**config.mk**
```make
export PLATFORM = sky130hd
export DESIGN_NAME = matrix_alu_seq
export DESIGN_NICKNAME = d
export VERILOG_FILES = /design/src/rtl/matrix_alu_seq.sv
export SDC_FILE = /design/constraint.sdc
export NUM_CORES = 2
export LEC_CHECK = 0
export CAP_MARGIN = 10
export CORE_ASPECT_RATIO = 0.75
export CORE_UTILIZATION = 40
export CTS_BUF_LIST = sky130_fd_sc_hd__clkbuf_16
export DETAILED_ROUTE_END_ITERATION = 10
export PLACE_DENSITY = 0.67
export SLEW_MARGIN = 20
export SYNTH_ARGS = -nofsm -noshare
export SYNTH_HDL_FRONTEND = slang
export SYNTH_SLANG_ARGS = --single-unit
```
**constraint.sdc**
```tcl
create_clock -name clk -period 16.9 [get_ports clk]
set_clock_uncertainty 0.05 [all_clocks]
set_input_delay 3.38 -clock clk [delete_from_list [all_inputs] [get_ports clk]]
set_output_delay 3.38 -clock clk [all_outputs]
set_load 0.01 [all_outputs]
```
**src/rtl/matrix_alu_seq.sv**
```systemverilog
// Sequential matrix ALU: one element (or one MAC) per cycle through a shared datapath,
// with wrap/saturate selectable at elaboration and a sticky per-operation overflow flag.
module matrix_alu_seq #(
    parameter int N        = 5,
    parameter int W        = 8,
    parameter int SATURATE = 0
) (
    input  logic             clk,
    input  logic             rst,
    input  logic             start,
    input  logic [2:0]       op_code,
    input  logic [N*N*W-1:0] matrix_a,
    input  logic [N*N*W-1:0] matrix_b,
    input  logic [W-1:0]     scalar,
    output logic             busy,
    output logic             done,
    output logic             overflow,
    output logic             op_error,
    output logic [N*N*W-1:0] result
);
    localparam int CW = $clog2(N);
    localparam int AW = 2*W + $clog2(N);
    localparam logic [CW-1:0]        LAST = CW'(N-1);
    localparam logic signed [AW-1:0] MAXV = {{(AW-W+1){1'b0}}, {(W-1){1'b1}}};
    localparam logic signed [AW-1:0] MINV = {{(AW-W+1){1'b1}}, {(W-1){1'b0}}};

    typedef enum logic [1:0] {IDLE, EXEC, MAC, DONE} state_t;

    state_t               state_q, state_d;
    logic [N*N*W-1:0]     a_q, a_d, b_q, b_d, res_q, res_d;
    logic [W-1:0]         s_q, s_d;
    logic [2:0]           op_q, op_d;
    logic [CW-1:0]        i_q, i_d, j_q, j_d, k_q, k_d;
    logic signed [AW-1:0] acc_q, acc_d;
    logic                 busy_q, busy_d, done_q, done_d, ovf_q, ovf_d, err_q, err_d;

    logic signed [AW-1:0] xa_ij, xb_ij, xa_ji, xa_ik, xb_kj, xs;
    logic signed [AW-1:0] ew, prod, mac_sum, wv;
    logic                 wr;

    function automatic logic signed [AW-1:0] elem(input logic [N*N*W-1:0] m,
                                                   input logic [CW-1:0] r,
                                                   input logic [CW-1:0] c);
        logic [W-1:0] x;
        x = m[(int'(r)*N + int'(c))*W +: W];
        return {{(AW-W){x[W-1]}}, x};
    endfunction

    function automatic logic in_range(input logic signed [AW-1:0] v);
        return (v <= MAXV) && (v >= MINV);
    endfunction

    function automatic logic [W-1:0] fit(input logic signed [AW-1:0] v);
        if (SATURATE != 0 && v > MAXV) return MAXV[W-1:0];
        if (SATURATE != 0 && v < MINV) return MINV[W-1:0];
        return v[W-1:0];
    endfunction

    always_comb begin
        xa_ij   = elem(a_q, i_q, j_q);
        xb_ij   = elem(b_q, i_q, j_q);
        xa_ji   = elem(a_q, j_q, i_q);
        xa_ik   = elem(a_q, i_q, k_q);
        xb_kj   = elem(b_q, k_q, j_q);
        xs      = {{(AW-W){s_q[W-1]}}, s_q};
        prod    = xa_ik * xb_kj;
        mac_sum = (k_q == '0) ? prod : acc_q + prod;
        case (op_q)
            3'b000:  ew = xa_ij + xb_ij;
            3'b001:  ew = xa_ij - xb_ij;
            3'b010:  ew = xa_ji;
            3'b011:  ew = -xa_ij;
            3'b100:  ew = xs * xa_ij;
            default: ew = '0;
        endcase
    end

    always_comb begin
        state_d = state_q;
        a_d     = a_q;
        b_d     = b_q;
        s_d     = s_q;
        op_d    = op_q;
        res_d   = res_q;
        i_d     = i_q;
        j_d     = j_q;
        k_d     = k_q;
        acc_d   = acc_q;
        busy_d  = busy_q;
        done_d  = 1'b0;
        ovf_d   = ovf_q;
        err_d   = err_q;
        wr      = 1'b0;
        wv      = '0;
        case (state_q)
            IDLE: begin
                // The done cycle itself still counts as part of the finishing op.
                if (start && !done_q) begin
                    a_d    = matrix_a;
                    b_d    = matrix_b;
                    s_d    = scalar;
                    op_d   = op_code;
                    res_d  = '0;
                    ovf_d  = 1'b0;
                    err_d  = 1'b0;
                    busy_d = 1'b1;
                    i_d    = '0;
                    j_d    = '0;
                    k_d    = '0;
                    acc_d  = '0;
                    case (op_code)
                        3'b000, 3'b001, 3'b010, 3'b011, 3'b100: state_d = EXEC;
                        3'b110:  state_d = MAC;
                        default: begin
                            state_d = DONE;
                            err_d   = 1'b1;
                        end
                    endcase
                end
            end
            EXEC: begin
                wr  = 1'b1;
                wv  = ew;
                j_d = j_q + 1'b1;
                if (j_q == LAST) begin
                    j_d = '0;
                    i_d = i_q + 1'b1;
                    if (i_q == LAST) state_d = DONE;
                end
            end
            MAC: begin
                acc_d = mac_sum;
                k_d   = k_q + 1'b1;
                if (k_q == LAST) begin
                    wr    = 1'b1;
                    wv    = mac_sum;
                    acc_d = '0;
                    k_d   = '0;
                    j_d   = j_q + 1'b1;
                    if (j_q == LAST) begin
                        j_d = '0;
                        i_d = i_q + 1'b1;
                        if (i_q == LAST) state_d = DONE;
                    end
                end
            end
            DONE: begin
                done_d  = 1'b1;
                busy_d  = 1'b0;
                state_d = IDLE;
            end
            default: state_d = IDLE;
        endcase
        if (wr) begin
            res_d[(int'(i_q)*N + int'(j_q))*W +: W] = fit(wv);
            if (!in_range(wv)) ovf_d = 1'b1;
        end
    end

    always_ff @(posedge clk or negedge rst) begin
        if (!rst) begin
            state_q <= IDLE;
            a_q     <= '0;
            b_q     <= '0;
            s_q     <= '0;
            op_q    <= '0;
            res_q   <= '0;
            i_q     <= '0;
            j_q     <= '0;
            k_q     <= '0;
            acc_q   <= '0;
            busy_q  <= 1'b0;
            done_q  <= 1'b0;
            ovf_q   <= 1'b0;
            err_q   <= 1'b0;
        end else begin
            state_q <= state_d;
            a_q     <= a_d;
            b_q     <= b_d;
            s_q     <= s_d;
            op_q    <= op_d;
            res_q   <= res_d;
            i_q     <= i_d;
            j_q     <= j_d;
            k_q     <= k_d;
            acc_q   <= acc_d;
            busy_q  <= busy_d;
            done_q  <= done_d;
            ovf_q   <= ovf_d;
            err_q   <= err_d;
        end
    end

    assign busy     = busy_q;
    assign done     = done_q;
    assign overflow = ovf_q;
    assign op_error = err_q;
    assign result   = res_q;
endmodule

```
==> flow_summary.json <==
{
  "holdCritStartpoint": "a_q[168]",
  "viasPerCell": 5.68,
  "worstPathMaxFanout": 17,
  "relSlewSlack_pct": 23.9,
  "cts_tree": "built",
  "ctsHoldBuffers": 0,
  "async_reset_ff_share_pct": 100,
  "syn_nets": 4988,
  "violations": "design-rule violations",
  "cp_common_cell": "fa_1",
  "syn_area_um2": 40600,
  "drtIter0Drc": 3748,
  "cp-startpoint": "k_q[2]",
  "crit_path_max_incr_delay_ps": 1150,
  "hold_class": "reg2reg",
  "end_kind": "flop",
  "cts_resized": 0,
  "grt_antenna_before_repair": 30,
  "clkTransAtPathRegs_ps": 60,
  "wl_met2_um": 67300,
  "hold_violations": 0,
  "synth_mux_area_share_pct": 13.6,
  "rsz0062_at_grt": "no",
  "die_w_um": 370,
  "grt_max_degree": 189,
  "avgSynthCellArea_um2": 9.38,
  "top_layer": "met4",
  "period_share_pct": 64.5,
  "hpwl_um": 106000,
  "clk_latency_ps": 650,
  "synth-compound-area-share_pct": 9.17,
  "core_area_um2": 99800,
  "fin_util_pct": 50.4,
  "overflow": 0,
  "synth_top_family_by_area": "simple AND/OR/NAND/NOR gates",
  "pin_count": 618,
  "required_ps": 17340,
  "synthXorXnorAreaFrac_pct": 1.53,
  "drtPass1Iterations": 8,
  "wl_per_cell_um": 23.1,
  "num-nets-final": 5455,
  "h-tree-depth": 3,
  "crit_type": "reg2reg",
  "cts-root-buf": "clkbuf_16",
  "rows": 100,
  "synth.distinct_cells": 87,
  "ys_seq_elements": 645,
  "die_h_um": 278,
  "fmax_mhz": 91.7,
  "yosysWarnings": 0,
  "cts_max_path_buffers": 3,
  "start_kind": "flop",
  "synth-main-ff-cell": "dfrtp_1",
  "area_delta_synth_final_pct": 24.0,
  "drcViolationCount": 3,
  "vias": 35200,
  "finalMaxSlewViolations": 0,
  "gr-usage-all-layers_pct": 27.9,
  "drive_above_1_share_pct": 9.20,
  "worst_slew_pin_slew_ps": 1140,
  "wl_met3_um": 10300,
  "synth_simple_gate_area_share_pct": 21.2,
  "port_buffers": 617,
  "ys_seq_area_share_pct": 39.8,
  "rr_startpoint": "k_q[2]",
  "clkSinkCount": 645,
  "ff2ff_setup_slack_ps": 5990,
  "final-setup-viol-count": 0,
  "first_global_vias": 34600,
  "synthAdderAreaFrac_pct": 9.91,
  "synth_cells": 4324,
  "cts_buffers": 74,
  "die_area_um2": 103000,
  "outcome": "finished with violations",
  "synth_edf_count": 0,
  "ant_nets": 0,
  "period_minus_slack_ps": 10910,
  "maxCapViolCount": 0,
  "grt_first_pass_wirelength_um": 218000,
  "arrival_ps": 11350,
  "wirelength_um": 143000,
  "postCtsSetupBuffers": 0,
  "wirelength_met1_um": 59600,
  "start_util_pct": 40.6,
  "cp_slowest_cell": "fa_1",
  "setup_tns_ps": 0,
  "finalWeightedCongestion": 0.970
}
==> layer usage <==
metal	global-route usage (%)	vias to the layer above
met1	38.6	17600
li1	-	15800
met3	4.28	306
met5	0	-
met2	42.9	1553
met4	13.0	0
==> layout by cell type (no fill, tap or decap), drive strengths merged, types with 18 or more instances in the layout <==
master         instances
nand2               1426
a211oi                35
a22oi                 18
o21ai                200
a41o                  18
mux2                  21
inv                  233
clkdlybuf4s50        616
clkinv                28
clkbuf                77
mux4                 218
ha                   131
xor2                  22
o41ai                 19
o31ai                 37
nand3                231
diode                 29
buf                   54
and3                  46
dfrtp                645
nor3                  28
fa                   119
and2                  87
mux2i                 29
xnor2                 48
nor2                 103
a21oi                111
==> flip-flops by register name, summed over array words and instances (netlist names), 3 cells and up <==
signal,count
j_q,3
acc_q,19
k_q,3
a_q,200
i_q,3
b_q,200
op_q,3
s_q,8
result,200
==> synth_stat cells, types with 34 or more instances <==
cell | number | share of area, %
o21ai_0 | 171 | 2.1
fa_1 | 119 | 5.9
buf_2 | 34 | 0.42
clkbuf_1 | 212 | 2.0
inv_1 | 213 | 2.0
ha_1 | 131 | 4.0
nand2_1 | 1426 | 13
mux4_2 | 201 | 11
a211oi_1 | 34 | 0.63
dfrtp_1 | 645 | 40
xnor2_1 | 48 | 1.0
and3_1 | 45 | 0.69
o31ai_1 | 37 | 0.68
nor2_1 | 102 | 0.94
and2_1 | 84 | 1.3
nand3_1 | 231 | 2.9
a21oi_1 | 110 | 1.4
==> worst max-delay path: cells and delay by family, from the launching register on <==
| kind | cells | cell delay (ps) |
|---|---|---|
| fa+ha+maj | 9 | 4430 |
| compound gates | 10 | 3100 |
| simple gates | 6 | 1930 |
| flops | 1 | 670 |
| xor+xnor | 2 | 360 |
| buf+inv | 4 | 200 |
==> metrics by stage <==
step                      hold WS, ps  worst slack (ps)  cells  cell area (um2)
final                             443              5990   6202            50300
after global routing              464              5230   6199            50300
after CTS                         443              5580   6173            50200
after detailed placement          427              5620   6041            47800
after global placement            418              5830   6041            47800
after floorplan                   404              7440   4324            40600
==> final cells by class <==
| cell class | count | area (um2) |
|---|---|---|
| Inverter | 215 | 807 |
| Antenna cell | 29 | 72.6 |
| Tap cell | 1326 | 1660 |
| Fill cell | 9157 | 49500 |
| Clock buffer | 77 | 1930 |
| Sequential cell | 645 | 16100 |
| Timing Repair Buffer | 670 | 6620 |
| Clock inverter | 55 | 447 |
| Multi-Input combinational cell | 3185 | 22600 |
==> path summary, 6_finish.rpt <==
| kind | end | cells past startpoint |
|---|---|---|
| max | overflow | 31 |
| max in group asynchronous | b_q[60] | 3 |
| min reg2reg | a_q[168] | 2 |
| min in group asynchronous | result[158] | 1 |
| min | a_q[168] | 2 |
| max reg2reg | overflow | 31 |
==> cells by family (layout without fill, tap and decap cells) <==
family,after synthesis,in the layout
other cells,0,29
compound gates,572,572
simple gates,2025,2025
flops,645,645
mux,268,268
buf+inv,494,1017
fa+ha+maj,250,250
xor+xnor,70,70
Power is not shown: default switching activity piles up to over one toggle a cycle in this logic, so the estimate is an artifact.
